## src/rtl/user_input_ctrl_pkg.sv

```systemverilog
// Shared game types for the pushbutton front end: command encodings, controller
// FSM states, board key indices and the press-priority decoder.
package user_input_ctrl_pkg;

    typedef enum logic [2:0] {
        NONE   = 3'd0,
        HIT    = 3'd1,
        STAND  = 3'd2,
        DOUBLE = 3'd3,
        SPLIT  = 3'd4
    } gameCommand;

    typedef enum logic [1:0] {
        ST_IDLE    = 2'd0,
        ST_ARMED   = 2'd1,
        ST_HOLD    = 2'd2,
        ST_RELEASE = 2'd3
    } uic_state_t;

    localparam int KEY_HIT    = 0;
    localparam int KEY_STAND  = 1;
    localparam int KEY_DOUBLE = 2;
    localparam int KEY_SPLIT  = 3;
    localparam int MAX_KEYS   = 4;

    function automatic int player_width(input int num_players);
        return (num_players > 1) ? $clog2(num_players) : 1;
    endfunction

    // STAND beats HIT so a fumbled two-key press never draws an extra card.
    function automatic gameCommand decode_press(input logic [MAX_KEYS-1:0] press);
        gameCommand cmd;
        cmd = NONE;
        if (press[KEY_STAND]) begin
            cmd = STAND;
        end else if (press[KEY_HIT]) begin
            cmd = HIT;
        end else if (press[KEY_DOUBLE]) begin
            cmd = DOUBLE;
        end else if (press[KEY_SPLIT]) begin
            cmd = SPLIT;
        end else begin
            cmd = NONE;
        end
        return cmd;
    endfunction

endpackage

```

## src/rtl/user_input_ctrl_if.sv

```systemverilog
// Command handshake between the pushbutton controller (master) and the
// dealer/turn FSM (slave).
interface user_input_ctrl_if
    import user_input_ctrl_pkg::*;
#(
    parameter int PLAYER_W = 1
);
    logic                turnIndicator;
    logic [PLAYER_W-1:0] activePlayer;
    logic                accept;
    logic                ready;
    gameCommand          command;
    logic [PLAYER_W-1:0] commandPlayer;

    modport master (
        input  turnIndicator, activePlayer, accept,
        output ready, command, commandPlayer
    );

    modport slave (
        output turnIndicator, activePlayer, accept,
        input  ready, command, commandPlayer
    );
endinterface

```

## src/rtl/user_input_ctrl_key_debouncer.sv

```systemverilog
// One active-low pushbutton: 2-flop synchroniser, saturating debounce counter
// and a single-cycle press pulse on the debounced 1->0 transition.
module key_debouncer #(
    parameter int DEBOUNCE_CYCLES = 500000
) (
    input  logic clk,
    input  logic reset,
    input  logic key_i,
    output logic level_o,
    output logic press_o
);
    localparam int CNT_W = $clog2(DEBOUNCE_CYCLES + 1);
    localparam logic [CNT_W-1:0] CNT_LAST = CNT_W'(DEBOUNCE_CYCLES - 1);
    localparam logic [CNT_W-1:0] CNT_MAX  = CNT_W'(DEBOUNCE_CYCLES);

    logic             sync1_q, sync2_q;
    logic             level_q, level_d;
    logic             press_q, press_d;
    logic [CNT_W-1:0] cnt_q, cnt_d;

    // Synchroniser flops idle at the released level.
    always_ff @(posedge clk) begin
        if (reset) begin
            sync1_q <= 1'b1;
            sync2_q <= 1'b1;
        end else begin
            sync1_q <= key_i;
            sync2_q <= sync1_q;
        end
    end

    // Any sample equal to the current level restarts the stability count.
    always_comb begin
        level_d = level_q;
        cnt_d   = cnt_q;
        press_d = 1'b0;
        if (sync2_q == level_q) begin
            cnt_d = '0;
        end else if (cnt_q >= CNT_LAST) begin
            level_d = sync2_q;
            cnt_d   = '0;
            press_d = ~sync2_q;
        end else if (cnt_q != CNT_MAX) begin
            cnt_d = cnt_q + CNT_W'(1);
        end else begin
            cnt_d = cnt_q;
        end
    end

    // Debounced state registers.
    always_ff @(posedge clk) begin
        if (reset) begin
            level_q <= 1'b1;
            cnt_q   <= '0;
            press_q <= 1'b0;
        end else begin
            level_q <= level_d;
            cnt_q   <= cnt_d;
            press_q <= press_d;
        end
    end

    assign level_o = level_q;
    assign press_o = press_q;

endmodule

```

## src/rtl/user_input_ctrl.sv

```systemverilog
// Debounced pushbutton front end: issues one tagged gameCommand per turn and holds
// it under ready/accept. Optional idle-turn auto-STAND under USER_INPUT_TIMEOUT_EN.
module user_input_ctrl
    import user_input_ctrl_pkg::*;
#(
    parameter int NUM_PLAYERS     = 2,
    parameter int NUM_KEYS        = 3,
    parameter int DEBOUNCE_CYCLES = 500000,
    parameter int TIMEOUT_CYCLES  = 500000000
) (
    input  logic                clk,
    input  logic                reset,
    input  logic [NUM_KEYS-1:0] KEY,
    user_input_ctrl_if.master   game
`ifdef USER_INPUT_TIMEOUT_EN
    ,
    output logic                timedOut
`endif
);
    localparam int PLAYER_W = player_width(NUM_PLAYERS);

    if (NUM_KEYS < 2 || NUM_KEYS > MAX_KEYS || DEBOUNCE_CYCLES < 1 || TIMEOUT_CYCLES < 1)
    begin : g_param_check
        $error("user_input_ctrl: illegal parameter set");
    end

    logic [NUM_KEYS-1:0] level_s;
    logic [NUM_KEYS-1:0] press_s;
    logic [MAX_KEYS-1:0] press4_s;
    logic                all_released_s;
    logic                press_any_s;
    logic                player_change_s;
    logic                timeout_hit_s;
    logic                issue_s;
    logic                hold_load_s;
    gameCommand          decoded_s;
    gameCommand          issue_cmd_s;

    uic_state_t          state_q;
    logic                ready_q;
    gameCommand          command_q;
    logic [PLAYER_W-1:0] player_q;
    logic [PLAYER_W-1:0] cmd_player_q;

    for (genvar k = 0; k < NUM_KEYS; k++) begin : g_key
        key_debouncer #(
            .DEBOUNCE_CYCLES(DEBOUNCE_CYCLES)
        ) u_deb (
            .clk     (clk),
            .reset   (reset),
            .key_i   (KEY[k]),
            .level_o (level_s[k]),
            .press_o (press_s[k])
        );
    end

    // Pad to the full key set so absent keys never produce a pulse.
    always_comb begin
        press4_s                 = '0;
        press4_s[NUM_KEYS-1:0]   = press_s;
    end

    assign all_released_s  = &level_s;
    assign press_any_s     = |press_s;
    assign player_change_s = (game.activePlayer != player_q);
    assign decoded_s       = decode_press(press4_s);
    assign issue_s         = press_any_s | timeout_hit_s;
    assign issue_cmd_s     = press_any_s ? decoded_s : STAND;
    assign hold_load_s     = (state_q == ST_ARMED) & game.turnIndicator & issue_s;

`ifdef USER_INPUT_TIMEOUT_EN
    localparam int TO_W = $clog2(TIMEOUT_CYCLES + 1);
    localparam logic [TO_W-1:0] TO_LAST = TO_W'(TIMEOUT_CYCLES - 1);

    logic [TO_W-1:0] to_cnt_q;
    logic            timed_out_q;

    assign timeout_hit_s = (state_q == ST_ARMED) && (to_cnt_q == TO_LAST);

    // Idle-turn counter; a seat change restarts the new player's allowance.
    always_ff @(posedge clk) begin
        if (reset) begin
            to_cnt_q <= '0;
        end else if (state_q != ST_ARMED || !game.turnIndicator ||
                     player_change_s || timeout_hit_s) begin
            to_cnt_q <= '0;
        end else begin
            to_cnt_q <= to_cnt_q + TO_W'(1);
        end
    end

    // Flags commands that were generated by the timeout rather than a key.
    always_ff @(posedge clk) begin
        if (reset) begin
            timed_out_q <= 1'b0;
        end else if (hold_load_s) begin
            timed_out_q <= ~press_any_s;
        end else if (state_q != ST_HOLD || !game.turnIndicator || game.accept) begin
            timed_out_q <= 1'b0;
        end else begin
            timed_out_q <= timed_out_q;
        end
    end

    assign timedOut = timed_out_q;
`else
    assign timeout_hit_s = 1'b0;
`endif

    // Turn FSM; a turn drop in ARMED takes priority over a same-cycle press.
    always_ff @(posedge clk) begin
        if (reset) begin
            state_q      <= ST_IDLE;
            ready_q      <= 1'b0;
            command_q    <= NONE;
            player_q     <= '0;
            cmd_player_q <= '0;
        end else begin
            case (state_q)
                ST_IDLE: begin
                    ready_q   <= 1'b0;
                    command_q <= NONE;
                    if (game.turnIndicator && all_released_s) begin
                        state_q  <= ST_ARMED;
                        player_q <= game.activePlayer;
                    end
                end
                ST_ARMED: begin
                    if (!game.turnIndicator) begin
                        state_q <= ST_IDLE;
                    end else if (hold_load_s) begin
                        state_q      <= ST_HOLD;
                        ready_q      <= 1'b1;
                        command_q    <= issue_cmd_s;
                        cmd_player_q <= player_q;
                    end else if (player_change_s) begin
                        player_q <= game.activePlayer;
                    end
                end
                ST_HOLD: begin
                    if (!game.turnIndicator) begin
                        state_q   <= ST_IDLE;
                        ready_q   <= 1'b0;
                        command_q <= NONE;
                    end else if (game.accept) begin
                        state_q   <= ST_RELEASE;
                        ready_q   <= 1'b0;
                        command_q <= NONE;
                    end
                end
                ST_RELEASE: begin
                    ready_q   <= 1'b0;
                    command_q <= NONE;
                    if (all_released_s) begin
                        state_q <= ST_IDLE;
                    end
                end
                default: begin
                    state_q   <= ST_IDLE;
                    ready_q   <= 1'b0;
                    command_q <= NONE;
                end
            endcase
        end
    end

    assign game.ready         = ready_q;
    assign game.command       = command_q;
    assign game.commandPlayer = cmd_player_q;

endmodule

```

## src/flat_wrapper.sv

```systemverilog
// flat-port wrapper written by rule: the top's interface ports become plain ports
module user_input_ctrl_flat import user_input_ctrl_pkg::*;
#(
    parameter int NUM_PLAYERS     = 2,
    parameter int NUM_KEYS        = 3,
    parameter int DEBOUNCE_CYCLES = 500000,
    parameter int TIMEOUT_CYCLES  = 500000000
)
  (clk, reset, KEY, game_turnIndicator, game_activePlayer, game_accept, game_ready, game_command, game_commandPlayer);
  user_input_ctrl_if #(.PLAYER_W(1)) game_i ();
  input  logic clk;
  input  logic reset;
  input  logic [NUM_KEYS-1:0] KEY;
  input wire logic [$bits(game_i.turnIndicator)-1:0] game_turnIndicator;
  input wire logic [$bits(game_i.activePlayer)-1:0] game_activePlayer;
  input wire logic [$bits(game_i.accept)-1:0] game_accept;
  output wire logic [$bits(game_i.ready)-1:0] game_ready;
  output wire logic [$bits(game_i.command)-1:0] game_command;
  output wire logic [$bits(game_i.commandPlayer)-1:0] game_commandPlayer;
  assign game_i.turnIndicator = game_turnIndicator;
  assign game_i.activePlayer = game_activePlayer;
  assign game_i.accept = game_accept;
  assign game_ready = game_i.ready;
  assign game_command = game_i.command;
  assign game_commandPlayer = game_i.commandPlayer;
  user_input_ctrl #(.NUM_PLAYERS(NUM_PLAYERS), .NUM_KEYS(NUM_KEYS), .DEBOUNCE_CYCLES(DEBOUNCE_CYCLES), .TIMEOUT_CYCLES(TIMEOUT_CYCLES)) u_core (.clk(clk), .reset(reset), .KEY(KEY), .game(game_i));
endmodule
```

## config.mk

```make
export PLATFORM = sky130hd
export DESIGN_NAME = user_input_ctrl_flat
export DESIGN_NICKNAME = d
export VERILOG_FILES = /design/src/rtl/user_input_ctrl_pkg.sv /design/src/rtl/user_input_ctrl_if.sv /design/src/rtl/user_input_ctrl_key_debouncer.sv /design/src/rtl/user_input_ctrl.sv /design/src/flat_wrapper.sv
export SDC_FILE = /design/constraint.sdc
export NUM_CORES = 1
export LEC_CHECK = 0
export BUFFER_PORTS_ARGS = -buffer_cell sky130_fd_sc_hd__buf_2
export CORE_MARGIN = 5
export CORE_UTILIZATION = 30
export CTS_CLUSTER_DIAMETER = 100
export DETAILED_ROUTE_END_ITERATION = 8
export GPL_TIMING_DRIVEN = 0
export HOLD_SLACK_MARGIN = 0.15
export PLACE_DENSITY = 0.41
export SLEW_MARGIN = 20
export SYNTH_ARGS = -nofsm -noshare
export SYNTH_HDL_FRONTEND = slang
export SYNTH_SLANG_ARGS = --single-unit
```

## constraint.sdc

```tcl
create_clock -name clk -period 2.4 [get_ports clk]
set_clock_uncertainty 0.15 [all_clocks]
set_input_delay 0.48 -clock clk [delete_from_list [all_inputs] [get_ports clk]]
set_output_delay 0.48 -clock clk [all_outputs]
set_load 0.005 [all_outputs]
```

Yosys cells after proc, flatten, opt, wreduce, memory -nomap -nowiden --
Cells that the tools add are included.
Cells by class: bitwise operators 11, shifts and indexed selects 0, reduce and logical (&&, ||, !) cells 19, equality and inequality tests 18, multipliers 0, divide/modulo/power cells 0, magnitude comparators 3, $add $sub $neg 3, mux-type cells 26
Operators by type and width (number):
- $add A19 B1 Y19 const B | 3
- $ge A19 B19 Y1 const B | 3
- $ne A19 B19 Y1 const B | 3
- $mux W3 | 7
- $reduce_or A3 Y1 | 7
- $mux W2 | 7
- $not A1 Y1 | 9
- $pmux W3 S3 | 1
- $reduce_and A3 Y1 | 3
- $mux W1 | 8
- $ne A2 B1 Y1 const B | 4
- $pmux W2 S4 | 1
- $reduce_and A2 Y1 | 3
- $reduce_and A5 Y1 | 1
- $eq A2 B2 Y1 const B | 2
- $ne A2 B2 Y1 const B | 2
- $reduce_and A4 Y1 | 1
- $eq A1 B1 Y1 | 3
- $ne A3 B2 Y1 const B | 1
- $ne A3 B3 Y1 const B | 1
- $pmux W1 S3 | 1
- $and A1 B1 Y1 | 2
- $eq A2 B1 Y1 const B | 1
- $logic_not A2 Y1 | 1
- other kinds (5) | 5
Storage, ports and cells: latch bits 0, output and inout port bits 5, bits of input ports 8, RAM bits 0, memories 0, bits in read-only memories 0, register bits after elaboration 77

Longest topological paths before layout --
Gate-level depths: netlist of the first run.
depth after elaboration 7, mapped depth 8, gate-level depth less buffers 7

By module --
A second synthesis of the first run with hierarchy kept.
Second synthesis, totals: cells, all modules 402, area, all modules 3601.0 µm²
By module, submodules not included:
- key_debouncer at u_core.g_key[0].u_deb ... | area an instance 1076.0 µm², cells each 119, times used 2
- key_debouncer at u_core.g_key[2].u_deb | area an instance 1087.3 µm², cells each 123, times used 1
- user_input_ctrl | area an instance 361.6 µm², cells each 41, times used 1

Worst setup path before layout of the first run --
No wires, ideal clock.
path type reg2reg, start point register u_core.g_key[0].u_deb.cnt_q[1], end point register u_core.g_key[0].u_deb.cnt_q[18], setup time 0.128 ns, required time 2.122 ns, arrival 1.609 ns, cell stages (with the launch flop) 8, slack 0.514 ns, cell sequence dfxtp_1 > ha_1 > nand3_2 > or4_4 > buf_6 > nor3_4 > xnor2_1 > nor3_2
Between the ends: cells in the longest elaborated chain, start to end 2, elaborated cells between the ends (all ways) 4, those cells by class add/sub (1); order compare (1); eq/ne (1); reduce/logical (1)
Ends and longest elaborated chain:
- start: declaration | line user_input_ctrl_key_debouncer.sv:19 | logic [CNT_W-1:0] cnt_q, cnt_d;
- start signal: assignment | line user_input_ctrl_key_debouncer.sv:58 | cnt_q <= cnt_d;
- $ge A19 B19 Y1 | line user_input_ctrl_key_debouncer.sv:39 | end else if (cnt_q >= CNT_LAST) begin
- $reduce_or A3 Y1 (no line)
Parallel ways exist; a longest one is shown, timed or not. A chain may end at the register's enable or synchronous reset.

Worst setup path after layout of the first run --
start point register u_core.g_key[1].u_deb.cnt_q[1], end point register u_core.g_key[1].u_deb.cnt_q[18]
Between the ends: cells in the longest elaborated chain, start to end 2, elaborated cells between the ends (all ways) 4, those cells by class add/sub (1); order compare (1); eq/ne (1); reduce/logical (1)
Ends and longest elaborated chain (line):
- start: declaration | user_input_ctrl_key_debouncer.sv:19
- start signal: assignment | user_input_ctrl_key_debouncer.sv:58
- $ge A19 B19 Y1 | user_input_ctrl_key_debouncer.sv:39
- $reduce_or A3 Y1 (no line)
Parallel ways exist; a longest one is shown, timed or not.

==> flow_summary.json, run 1 <==
{
  "status": "completed",
  "number_of_synthesized_flops_with_an_enable_pin": 0,
  "critical_path_required_ns": 2.48,
  "switch_pwr_mw": 0.529,
  "placed_area_mm2": 0.00405,
  "cts-htree-levels": 3,
  "syn_area_mm2": 0.00377,
  "grt_util_overall_pct": 11.2,
  "grt_first_pass_wirelength_um": 13200,
  "syn_area_per_cell_um2": 9.21,
  "path_class": "register to register",
  "slew_headroom_pct": 52.4,
  "p_clk_share_pct": 48.0,
  "die_width_um": 122,
  "floorplan.die.height_um": 122,
  "setup_violations": 0,
  "fillCellCount": 1316,
  "power.total_mw": 2.55,
  "syn2layout_area_growth_pct": 14.2,
  "postRouteAntennaNets": 0,
  "grt.overflow.total": 0,
  "worst_ep_arrival_time_ns": 2.15,
  "cts_hold_buf": 0,
  "fin_crit_sh_pct": 86.2,
  "grt_setup_unrepaired": "no",
  "tritoncts": "built",
  "cts-buffers-inserted": 9,
  "final_nets": 446,
  "portBuffers": 11,
  "row_count": 41,
  "detailed_place_hpwl_um": 5330,
  "portion_of_total_power_attributed_to_sequential_cells_pct": 50.1,
  "drt-wirelength-per-cell_um": 12.4,
  "register_area_share_after_synthesis_pct": 40.3,
  "vias": 2803,
  "design.core.area_mm2": 0.0125,
  "antenna_cells": 0,
  "timing.max_cap.violations": 0,
  "postSynthCellCount": 410,
  "grt_antenna_before_repair": 0,
  "fin_tns_setup_ns": 0,
  "crit_path_max_fanout": 5,
  "start_util_pct": 30.3,
  "p_leak_nw": 1.36,
  "design.portCount": 13,
  "totalWireLength_um": 7560,
  "clock_insertion_delay_worst_skew_ns": 0.34,
  "synth-main-ff-cell": "sky130_fd_sc_hd__dfxtp_1",
  "ys_warn_count": 0,
  "fmax_ghz": 0.483,
  "vdd_drop_max_mv": 0.308,
  "die_area_mm2": 0.0149,
  "power-per-cell-area_mw_per_mm2": 591,
  "gp_congestion": 0.727,
  "hold_path_depth": 2,
  "cts.repair.resized": 0,
  "maxSlewViolCount": 0,
  "async_reset_ff_share_pct": 0,
  "vias_per_cell": 4.60,
  "post-route-cell-area_mm2": 0.00431,
  "ys_seq_elements": 76,
  "final_core_utilization_pct": 34.6,
  "power.share.combinational_pct": 2.0,
  "drc_violation_count_after_routing": 0,
  "power.switching_fraction_pct": 20.8,
  "drt_iter0_markers": 126,
  "cts.reportedPaths.clkPinSlew_ns": 0.06,
  "largest_net_degree_at_the_start_of_global_routing": 12,
  "cell_internal_pwr_mw": 2.02,
  "ctsLongestPathBuffers": 2,
  "layout_min_cycle_time_ns": 2.07,
  "r2r.worst_path.cells": 6,
  "report.final.hold_viol_count": 0,
  "root_buffer": "sky130_fd_sc_hd__clkbuf_16",
  "whs_ns": 0.194,
  "critical_path.endpoint_type": "register",
  "postSynthNetCount": 424,
  "post-cts-setup-buffers": 0,
  "layout-drive-gt1-share_pct": 17.6,
  "worstSetupStartpointType": "register",
  "tightest_slew_ns": 0.708,
  "first_global_vias": 2694,
  "netlist-cell-type-count": 58,
  "cts_num_sinks": 76,
  "firstDrtPassIters": 4,
  "type_of_the_most_critical_hold_path": "input pin to register"
}
## synthesized netlist by cell type, types with 2 or more instances
cell type | count | area share [%]
sky130_fd_sc_hd__o211ai_1 | 2 | 0.40
sky130_fd_sc_hd__nor3_1 | 29 | 3.8
sky130_fd_sc_hd__or4_1 | 2 | 0.40
sky130_fd_sc_hd__and4_1 | 3 | 0.70
sky130_fd_sc_hd__o21ai_0 | 2 | 0.27
sky130_fd_sc_hd__nand4bb_1 | 2 | 0.60
sky130_fd_sc_hd__mux2i_1 | 9 | 2.4
sky130_fd_sc_hd__and2_1 | 2 | 0.33
sky130_fd_sc_hd__xnor2_1 | 27 | 6.3
sky130_fd_sc_hd__nand2_1 | 17 | 1.7
sky130_fd_sc_hd__or3b_2 | 3 | 0.70
sky130_fd_sc_hd__nor3_2 | 15 | 4.0
sky130_fd_sc_hd__nor4_2 | 3 | 0.99
sky130_fd_sc_hd__inv_1 | 16 | 1.6
sky130_fd_sc_hd__buf_6 | 5 | 1.5
sky130_fd_sc_hd__nor4b_2 | 2 | 0.80
sky130_fd_sc_hd__nor2_4 | 2 | 0.60
sky130_fd_sc_hd__nor2_1 | 52 | 5.2
sky130_fd_sc_hd__a21oi_1 | 7 | 0.93
sky130_fd_sc_hd__clkbuf_1 | 6 | 0.60
sky130_fd_sc_hd__o21a_1 | 4 | 0.80
sky130_fd_sc_hd__nor2b_1 | 2 | 0.33
sky130_fd_sc_hd__buf_1 | 2 | 0.20
sky130_fd_sc_hd__nand3_1 | 21 | 2.8
sky130_fd_sc_hd__ha_1 | 6 | 2.0
sky130_fd_sc_hd__dfxtp_1 | 76 | 40
sky130_fd_sc_hd__nand2b_1 | 4 | 0.66
sky130_fd_sc_hd__buf_2 | 2 | 0.27
sky130_fd_sc_hd__or2_2 | 7 | 1.2
sky130_fd_sc_hd__nand4_1 | 18 | 3.0
sky130_fd_sc_hd__and3_1 | 6 | 0.99
sky130_fd_sc_hd__buf_4 | 2 | 0.40
sky130_fd_sc_hd__or3_1 | 3 | 0.50
sky130_fd_sc_hd__xor2_1 | 27 | 6.3
## cell type report
| cell class | count | area (µm²) | area share [%] |
|---|---|---|---|
| buffer | 18 | 116 | 2.70 |
| clock buffer | 14 | 254 | 5.89 |
| tap | 172 | 215 | 4.99 |
| clock inverter | 2 | 10.0 | 0.232 |
| multi-input combinational | 300 | 2080 | 48.2 |
| sequential | 76 | 1520 | 35.3 |
| timing repair buffer | 11 | 55.1 | 1.28 |
| inverter | 16 | 60.1 | 1.39 |
## registers in the layout, indices dropped and copies added, names as in the netlist
register,flops
u_core.game.ready,1
u_core.g_key.u_deb.cnt_q,57
u_core.g_key.u_deb.level_o,3
u_core.g_key.u_deb.sync1_q,3
u_core.g_key.u_deb.press_o,3
u_core.state_q,2
u_core.g_key.u_deb.sync2_q,3
u_core.player_q,1
u_core.game.commandPlayer,1
u_core.game.command,2
## worst max-delay path: stages, from the launching register on
cell                      delay [ns]
sky130_fd_sc_hd__dfxtp_1        0.40
sky130_fd_sc_hd__ha_1           0.25
sky130_fd_sc_hd__nand4_2        0.18
sky130_fd_sc_hd__nor3_2         0.39
sky130_fd_sc_hd__or3b_1         0.40
sky130_fd_sc_hd__xor2_1         0.14
sky130_fd_sc_hd__nor2_1         0.05
## power groups by stage
stage	combinational [mW]	clock (mW)	sequential, mW
2_1_floorplan	0.0347	0	1.30
3_3_place_gp	0.0510	0	1.30
3_5_place_dp	0.0516	0	1.30
4_1_cts	0.0519	1.28	1.28
5_1_grt	0.0575	1.34	1.28
6_report	0.0500	1.22	1.28
## metal layers
layer  track usage (%)  share of wire, %
met1              14.5                50
met2              16.8                44
met3              4.36               4.3
met4              4.55               1.8
met5                 0                 0
## per-stage QoR
stage          instances  setup slack [ns]
2_1_floorplan        410             0.514
3_3_place_gp         593             0.200
3_5_place_dp         593             0.198
4_1_cts              609             0.298
5_1_grt              609             0.120
6_report             609             0.331
## cells in the final DEF, fill, tap and decap left out, drive strengths merged, types with 4 or more instances in the layout
cell type,n
nor4,4
inv,16
nand2,17
mux2i,9
xnor2,27
or2,7
xor2,27
dfxtp,76
nand2b,4
buf,22
clkbuf,21
o21a,4
nor2,54
and4,4
a21oi,8
ha,6
nand4,19
nor3,45
or3b,4
and3,6
nand3,22
## final timing paths
| check | slack (ns) | end | start |
|---|---|---|---|
| setup reg to reg | 0.33 | u_core.g_key[1].u_deb.cnt_q[18]$_SDFFE_PP0P_ | u_core.g_key[1].u_deb.cnt_q[1]$_SDFFE_PP0P_ |
| hold reg to reg | 0.26 | u_core.g_key[2].u_deb.sync2_q$_SDFF_PP1_ | u_core.g_key[2].u_deb.sync1_q$_SDFF_PP1_ |
| setup / recovery | 0.33 | u_core.g_key[1].u_deb.cnt_q[18]$_SDFFE_PP0P_ | u_core.g_key[1].u_deb.cnt_q[1]$_SDFFE_PP0P_ |
| hold / removal | 0.19 | u_core.g_key[0].u_deb.sync1_q$_SDFF_PP1_ | KEY[0] |
## cells by family (layout without fill, tap and decap cells)
logic type	after synthesis	count (layout)	synth area share, %
muxes	9	9	2.39
DFF	76	76	40.3
other	1	1	0.0993
buffers and inverters	34	61	4.67
and+or+nand+nor	203	203	32.6
adders and majority gates	6	6	1.99
AOI/OAI and AO/OA	27	27	5.40
xor gates and xnor gates	54	54	12.5
Power figures use the tool's default switching activity.
==> run 2: changes to the inputs <==
==> constraint.sdc (replaced) <==
create_clock -name clk -period 2.4 [get_ports clk]
set_clock_uncertainty 0.15 [all_clocks]
set_input_delay 0 -clock clk [delete_from_list [all_inputs] [get_ports clk]]
set_output_delay 0 -clock clk [all_outputs]
set_load 0.005 [all_outputs]
==> run 2 against run 1 <==
Against the previous run:
- total power rose by 0.39%
- routed wire length increased by 0.61%
- clock-buffer cell count did not move
- first-iteration DRC count shrank 8.7%
- cell count up 1.6%
- critical path type unchanged
- critical endpoint is now u_core.state_q[0]$_SDFFE_PP0P_
- die area did not move
- utilization increased by 0.87 points
- register-to-register slack got worse by 0.21 ns
- sequential power hardly changed
- maximum frequency down 9.2%
- hold slack gained 0.062 ns
==> flow_summary.json, run 2 (synthesis gave the netlist of run 1 again) <==
{
  "antenna_cells": 0,
  "hp-start": "KEY[1]",
  "critical_path.endpoint_type": "register",
  "report.final.hold_viol_count": 0,
  "grt_util_overall_pct": 11.3,
  "design.core.area_mm2": 0.0125,
  "p_leak_nw": 1.41,
  "vias_per_cell": 4.59,
  "totalWireLength_um": 7610,
  "fmax_ghz": 0.439,
  "post-route-cell-area_mm2": 0.00442,
  "portion_of_total_power_attributed_to_sequential_cells_pct": 49.9,
  "final_nets": 456,
  "status": "completed",
  "portBuffers": 11,
  "crit_path_max_incr_delay_ns": 0.56,
  "worst_ep_arrival_time_ns": 2.33,
  "syn2layout_area_growth_pct": 17.0,
  "gp_congestion": 0.727,
  "cts-buffers-inserted": 9,
  "grt_setup_unrepaired": "no",
  "setup_violations": 0,
  "ctsLongestPathBuffers": 2,
  "drc_violation_count_after_routing": 0,
  "timing.max_cap.violations": 0,
  "most_common_cell_after_layout_fill_and_taps_aside": "sky130_fd_sc_hd__dfxtp_1",
  "power.share.combinational_pct": 2.5,
  "fin_crit_sh_pct": 94.9,
  "placed_area_mm2": 0.00405,
  "power.switching_fraction_pct": 20.6,
  "tritoncts": "built",
  "largest_register_ffs": 57,
  "critical_path_required_ns": 2.45,
  "slowest_stage": "sky130_fd_sc_hd__dlygate4sd3_1",
  "worstSetupStartpointType": "register",
  "cell_with_the_most_instances_on_the_worst_path": "sky130_fd_sc_hd__dlygate4sd3_1",
  "postRouteAntennaNets": 0,
  "drt_iter0_markers": 115,
  "top_register": "u_core.g_key.u_deb.cnt_q",
  "placement.setup.worst_slack_ns": 0.325,
  "grt_antenna_before_repair": 0,
  "cts.reportedPaths.clkPinSlew_ns": 0.05,
  "vdd_drop_max_mv": 0.308,
  "rr_startpoint": "u_core.g_key[2].u_deb.level_o$_SDFFE_PP1P_",
  "start_util_pct": 30.3,
  "power-per-cell-area_mw_per_mm2": 579,
  "root_buffer": "sky130_fd_sc_hd__clkbuf_16",
  "slew_headroom_pct": 52.9,
  "maxSlewViolCount": 0,
  "first_global_vias": 2738,
  "path_class": "register to register",
  "firstDrtPassIters": 4,
  "final.setup.worst_slack_ns": 0.122,
  "post_layout_nonfiller_instances": 619,
  "cts_num_sinks": 76,
  "type_of_the_most_critical_hold_path": "input pin to register",
  "grt_first_pass_wirelength_um": 13300,
  "crit_path_max_fanout": 4,
  "tightest_slew_ns": 0.701,
  "final_cell_mix": "73 x sky130_fd_sc_hd__dfxtp_1, 52 x sky130_fd_sc_hd__nor2_1, 29 x sky130_fd_sc_hd__nor3_1",
  "design.portCount": 13,
  "floorplan.die.height_um": 122,
  "drt-wirelength-per-cell_um": 12.3,
  "switch_pwr_mw": 0.528,
  "die_area_mm2": 0.0149,
  "cts-htree-levels": 3,
  "detailed_place_hpwl_um": 5330,
  "largest_net_degree_at_the_start_of_global_routing": 12,
  "dpl.cell_count": 593,
  "layout-drive-gt1-share_pct": 18.1,
  "cell_internal_pwr_mw": 2.03,
  "crit_chain": "nand3_2 -> a22o_1 -> dlygate4sd3_1 -> a21oi_1 -> dlygate4sd3_1 -> nor2_1",
  "post-cts-setup-buffers": 0,
  "layout_min_cycle_time_ns": 2.28,
  "p_clk_share_pct": 47.6,
  "row_count": 41,
  "fin_tns_setup_ns": 0,
  "clock_insertion_delay_worst_skew_ns": 0.33,
  "grt.overflow.total": 0,
  "crit_path_start": "u_core.g_key[2].u_deb.level_o$_SDFFE_PP1P_",
  "vias": 2840,
  "power.total_mw": 2.56,
  "die_width_um": 122
}
## run 2: cell types whose count changed in the layout (fill, tap and decap cells not counted)
cell	delta
sky130_fd_sc_hd__dfxtp_1	-3
sky130_fd_sc_hd__dfxtp_2	+3
sky130_fd_sc_hd__dlygate4sd3_1	+10
sky130_fd_sc_hd__nand3_1	-1
sky130_fd_sc_hd__nand3_2	+1
## run 2: final timing paths
kind	cells after the start	slack, ns	endpoint
setup / recovery	6	0.12	u_core.state_q[0]$_SDFFE_PP0P_
hold / removal	3	0.26	u_core.g_key[1].u_deb.sync1_q$_SDFF_PP1_
setup reg to reg	6	0.12	u_core.state_q[0]$_SDFFE_PP0P_
hold reg to reg	1	0.26	u_core.g_key[2].u_deb.sync2_q$_SDFF_PP1_
## run 2: power by group through the flow
stage	Combinational, mW	Clock [mW]	Sequential [mW]
after floorplan	0.0347	0	1.30
after global placement	0.0510	0	1.30
after detailed placement	0.0516	0	1.30
after CTS	0.0650	1.28	1.28
after global routing	0.0715	1.33	1.28
final	0.0633	1.22	1.28
## run 2: final cells by class
class / count / area, µm²
clock inverters: 2 / 10.0
well taps: 172 / 215
inverters: 16 / 60.1
fillers: 1315 / 8050
flip-flops and latches: 76 / 1530
repair buffers: 21 / 155
multi-input cells: 300 / 2080
plain buffers: 18 / 116
clock buffers: 14 / 254
## run 2: worst max-delay path, delay by kind of cell (launching register included)
family,cells,cell delay [ns]
buffers and inverters,2,1.11
flip-flops,1,0.39
AO/OA/AOI/OAI,2,0.33
AND/OR/NAND/NOR,2,0.17
## run 2: routing by layer
layer  vias up  GRT usage, %  wire length [µm]  part of all wire [%]
met4         0          4.55               138                   1.8
met3        12          4.27               295                   3.9
met5         -             0                 0                     0
met2        30          17.0              3380                    44
li1       1472             -                 -                     -
met1      1326          14.6              3790                    50
## run 2: repair_timing
action | CTS | global route
hold buffers | 10 | 0
gates resized for setup | 0 | 4
hold endpoints to repair | 18 | 0
setup endpoints to repair | 0 | 1
## run 2: stage by stage
stage,util [%],hold slack [ns]
CTS,35.4,0.245
finish,35.4,0.256
detailed placement,32.5,0.0573
global route,35.4,0.262
global placement,32.5,0.0615
floorplan,-,-0.0462
